<file path="src/rtl/edf_deadline_tagger.sv">
// EDF deadline tagger: labels each accepted payload with now + per-flow deadline
// and issues it as a single spaced write pulse. Optional stats: EDF_TAGGER_STATS_EN.
module edf_deadline_tagger #(
    parameter int DATA_WIDTH       = 16,
    parameter int LABEL_WIDTH      = 8,
    parameter int FLOW_WIDTH       = 2,
    parameter int GAP_CYCLES       = 4,
    parameter int DEFAULT_DEADLINE = 16
) (
    input  logic                              clk,
    input  logic                              rst,
    input  logic                              in_valid,
    output logic                              in_ready,
    input  logic [FLOW_WIDTH-1:0]             in_flow,
    input  logic [DATA_WIDTH-LABEL_WIDTH-1:0] in_payload,
    input  logic                              cfg_we,
    input  logic [FLOW_WIDTH-1:0]             cfg_flow,
    input  logic [LABEL_WIDTH-1:0]            cfg_deadline,
    input  logic                              full,
    output logic                              we,
    output logic [DATA_WIDTH-1:0]             din,
    output logic [15:0]                       cnt_accepted,
    output logic [15:0]                       cnt_stalled
);

    localparam int DEPTH = 1 << FLOW_WIDTH;

    typedef enum logic [1:0] {
        IDLE  = 2'd0,
        ISSUE = 2'd1,
        GAP   = 2'd2
    } state_t;

    state_t                 state;
    state_t                 next_state;
    logic [3:0]             gap_cnt;
    logic [LABEL_WIDTH-1:0] now;
    logic [LABEL_WIDTH-1:0] deadline_tbl [DEPTH];
    logic [LABEL_WIDTH-1:0] label;
    logic                   accept;

    // Gated by rst so the upstream never sees a handshake while reset is held.
    assign in_ready = rst && (state == IDLE) && !full;
    assign accept   = in_valid && in_ready;
    assign we       = (state == ISSUE);
    assign label    = now + deadline_tbl[in_flow];

    // NOTE: state registers use non-blocking assignments so every flop samples
    // pre-edge values; blocking here would make results depend on block order.
    always_ff @(posedge clk or negedge rst) begin
        if (!rst) begin
            state <= IDLE;
        end else begin
            state <= next_state;
        end
    end

    // NOTE: next_state gets a default before the case so no path leaves it
    // unassigned, which would otherwise infer a latch.
    always_comb begin
        next_state = state;
        case (state)
            IDLE:    if (accept) next_state = ISSUE;
            ISSUE:   next_state = GAP;
            GAP:     if (gap_cnt <= 4'd1) next_state = IDLE;
            default: next_state = IDLE;
        endcase
    end

    always_ff @(posedge clk or negedge rst) begin
        if (!rst) begin
            now <= '0;
        end else begin
            now <= now + 1'b1;
        end
    end

    // GAP lasts GAP_CYCLES-1 cycles, so pulses are GAP_CYCLES+1 cycles apart.
    always_ff @(posedge clk or negedge rst) begin
        if (!rst) begin
            gap_cnt <= '0;
        end else if (state == ISSUE) begin
            gap_cnt <= 4'(GAP_CYCLES - 1);
        end else if (state == GAP && gap_cnt != 4'd0) begin
            gap_cnt <= gap_cnt - 1'b1;
        end
    end

    // din is loaded at acceptance and only changes on the next acceptance.
    always_ff @(posedge clk or negedge rst) begin
        if (!rst) begin
            din <= '0;
        end else if (accept) begin
            din <= {label, in_payload};
        end
    end

    // NOTE: the table is a handful of registers that must come up at a known
    // deadline, so every entry is reset (unlike a RAM-style memory).
    always_ff @(posedge clk or negedge rst) begin
        if (!rst) begin
            for (int i = 0; i < DEPTH; i++) begin
                deadline_tbl[i] <= LABEL_WIDTH'(DEFAULT_DEADLINE);
            end
        end else if (cfg_we) begin
            deadline_tbl[cfg_flow] <= cfg_deadline;
        end
    end

`ifdef EDF_TAGGER_STATS_EN
    logic [15:0] acc_q;
    logic [15:0] stall_q;

    always_ff @(posedge clk or negedge rst) begin
        if (!rst) begin
            acc_q   <= '0;
            stall_q <= '0;
        end else begin
            if (accept && acc_q != 16'hFFFF) begin
                acc_q <= acc_q + 1'b1;
            end
            if (in_valid && !in_ready && stall_q != 16'hFFFF) begin
                stall_q <= stall_q + 1'b1;
            end
        end
    end

    assign cnt_accepted = acc_q;
    assign cnt_stalled  = stall_q;
`else
    assign cnt_accepted = '0;
    assign cnt_stalled  = '0;
`endif

endmodule
</file>
<file path="config.mk">
export PLATFORM = sky130hd
export DESIGN_NAME = edf_deadline_tagger
export DESIGN_NICKNAME = d
export VERILOG_FILES = /design/src/rtl/edf_deadline_tagger.sv
export SDC_FILE = /design/constraint.sdc
export NUM_CORES = 1
export LEC_CHECK = 0
export CAP_MARGIN = 20
export CORE_ASPECT_RATIO = 0.75
export CORE_UTILIZATION = 45
export CTS_BUF_LIST = sky130_fd_sc_hd__clkbuf_4
export DETAILED_ROUTE_END_ITERATION = 6
export PLACE_DENSITY = 0.72
export SLEW_MARGIN = 10
export SYNTH_ARGS = -nofsm -noshare
export SYNTH_HDL_FRONTEND = slang
export SYNTH_SLANG_ARGS = --single-unit
</file>
<file path="constraint.sdc">
create_clock -name clk -period 3.55 [get_ports clk]
set_clock_uncertainty 0.1 [all_clocks]
set_input_delay 0.355 -clock clk [delete_from_list [all_inputs] [get_ports clk]]
set_output_delay 0.355 -clock clk [all_outputs]
set_load 0.02 [all_outputs]
</file>
==> results.ini <==
[placement]
place_area_um2 = 3550
place_inst = 385
io_buffers = 42
gp_congestion = 0.753
dp_hpwl_um = 4040
dp_slack_ns = 0.188

[clock_network]
cts_sinks = 62
clock_latency_ns = 0.42
cts-buffers-inserted = 9
cts_tree = built
clock-root-buffer = clkbuf_4
path_clk_slew_ns = 0.10
cts_resized = 0
clock_path_buffers = 2
postCtsHoldBufs = 0
cts_setup_buffers = 0
cts.htree.levels = 3

[min_path]
hold_class = primary input to async pin

[grt]
grt_remaining_overflow = 0
track_usage_pct = 16.9
grt_max_degree = 63
antenna_found_initial = 0
grt_pass1_wl_um = 9130
first_global_vias = 1888

[power_and_ir_drop]
p_comb_share_pct = 35.6
fin_total_pwr_mw = 2.12
intPower_mw = 1.39
p_sw_share_pct = 34.3
powerDensity_nw_per_um2 = 578
leakage_nw = 1.69
ir_drop_v = 0.000350
pwr-share-clk_pct = 18.4
seqPwrFrac_pct = 46.1
p_sw_uw = 727

[floorplanning]
dieArea_um2 = 7360
coreArea_um2 = 6800
row_count = 26
die-height_um = 74.6
fp.dieW_um = 98.7
ios = 75
start_util_pct = 46.4

[worst_setup_path]
required_ns = 3.77
worst_setup_path_start_kind = primary input
r2r_start = deadline_tbl[16]
timing.rr.end = din[14]
rrSetupSlack_ns = 1.02
cp.arrival_ns = 3.15
worstSetupPathType = primary input to register
worstSetupEndpointType = register
path_max_fanout = 7
reg2reg_depth = 9

[finish]
diodes = 0
nets = 349
fin_cells = 401
area_delta_synth_final_pct = 16.0
stdcell_area_um2 = 3660
layout-drive-gt1-share_pct = 18.6
fillers = 600

[detailed_routing]
vias = 1962
finalWirelength_um = 5500
drt_iter0_markers = 36
antenna_left = 0
wire_per_inst_um = 13.7
drt-pass1-iter-count = 4
avgViaCountPerCell = 4.89
drc_errors = 0

[sta]
rsz0062_at_grt = no
relSlewSlack_pct = 49.2
setup-tns-final_ns = 0
fin_ws_ns = 0.622
final-hold-violation-count = 0
drv_slew = 0
period_needed_ns = 2.93
tightestPinTransition_ns = 0.763
timing.fmax_mhz = 342
period_share_pct = 82.5
finalSetupViolations = 0

[synth]
yosysSeqAreaShare_pct = 49.3
synth_cells = 261
synthArstFlopShare_pct = 100
synth_edf_count = 0
ys_warn_count = 0
synthFlopType = dfrtp_1
synth.cell_area_um2 = 3160
ys_types = 37
avgSynthCellArea_um2 = 12.1
synth-seq-cells = 62

[status]
status = complete, no violations

[flow_run]
max_cap_violations = 0

worst max-delay path: stages:
cell and delay [ns]:
clkdlybuf4s50_1 0.75, mux4_1 0.62, ha_1 0.23, inv_1 0.08, fa_1 0.20, nor2b_1 0.08
o31a_1 0.26, o21a_1 0.19, o21a_1 0.16, o31ai_1 0.22
sequential cells by signal (all words and copies together) (netlist names):
signal and flops:
now 8, state 2, gap_cnt 4, din 16
deadline_tbl 32
area by class of cell:
| cell class | instances | area, um2 | area share (%) |
|---|---|---|---|
| clock buffer | 9 | 67.6 | 1.84 |
| clock inverter | 7 | 41.3 | 1.13 |
| inverter | 8 | 30.0 | 0.820 |
| multi-input combinational | 186 | 1430 | 38.9 |
| sequential | 62 | 1560 | 42.5 |
| tap | 84 | 105 | 2.87 |
| timing repair buffer | 45 | 438 | 12.0 |
Yosys cell counts, types with 2 or more instances:
library cell,count,area [um2]
o21a_1,4,30.0
nand3b_1,2,15.0
mux2_2,32,360
o31ai_1,2,15.0
ha_1,11,138
a211oi_1,3,22.5
nand3_1,6,30.0
nor3_1,3,15.0
clkbuf_1,3,11.3
a21o_1,2,15.0
buf_4,32,240
xor2_1,5,43.8
a21oi_1,4,20.0
dfstp_2,4,105
and3_1,2,12.5
inv_1,7,26.3
nor2_1,5,18.8
mux4_1,7,184
nand2_1,39,146
dfrtp_1,58,1450
xnor2_1,6,52.6
nand2b_1,2,12.5
o21ai_0,8,40.0
power by group through the flow:
stage | Sequential [mW] | Combinational (mW) | Clock [mW]
floorplan | 1.07 | 0.397 | 0
global placement | 0.987 | 0.745 | 0
detailed placement | 0.992 | 0.759 | 0
CTS | 0.977 | 0.761 | 0.405
global route | 0.998 | 0.825 | 0.437
finish | 0.976 | 0.754 | 0.390
per-stage QoR:
step | utilization [%] | hold WS (ns)
floorplan | - | -0.0406
global placement | 52.3 | 0.360
detailed placement | 52.3 | 0.364
CTS | 53.9 | 0.0361
global route | 53.9 | 0.0851
finish | 53.9 | 0.0167
worst max path at each step:
stage | to | from | depth (start not counted) | slack [ns]
floorplan | din[14] | in_flow[0] | 10 | 1.06
global placement | din[14] | in_flow[0] | 10 | 0.31
detailed placement | din[14] | in_flow[0] | 10 | 0.19
CTS | din[14] | in_flow[0] | 10 | 0.66
global route | din[14] | in_flow[0] | 10 | 0.55
finish | din[14] | in_flow[0] | 10 | 0.62
logic make-up after synthesis:
| kind of cell | after synthesis | share of synthesized area, % |
|---|---|---|
| adder cells (fa/ha/maj) | 12 | 4.99 |
| flip-flops | 62 | 49.3 |
| buffers and inverters | 44 | 9.27 |
| AO/OA/AOI/OAI | 28 | 5.82 |
| multiplexers | 40 | 17.9 |
| AND/OR/NAND/NOR | 62 | 8.99 |
| XOR/XNOR | 12 | 3.57 |
| other | 1 | 0.119 |
placed cells by master (no fill, tap or decap), types with 2 or more instances in the layout:
cell / n
o31ai_1: 2
xor2_1: 5
clkinv_2: 2
o21a_1: 4
mux2_2: 32
and3_1: 2
nor2_1: 5
dfstp_2: 4
a21oi_1: 4
nor3_1: 3
clkbuf_4: 9
o21ai_0: 8
clkinvlp_4: 2
nand2_1: 39
inv_1: 7
a211oi_1: 3
mux4_1: 7
ha_1: 11
dfrtp_1: 58
buf_4: 3
nand2b_1: 2
a21o_1: 2
conb_1: 32
nand3b_1: 2
clkdlybuf4s50_1: 41
xnor2_1: 6
nand3_1: 6
clkinv_1: 3
per-layer routing:
metal	vias to the layer above	track usage [%]	share of wire, %
li1	947	-	-
met1	953	23.2	51
met2	53	25.5	44
met3	9	5.36	3.9
met4	0	6.47	1.6
met5	-	0	0
Power figures use the tool's default switching activity.
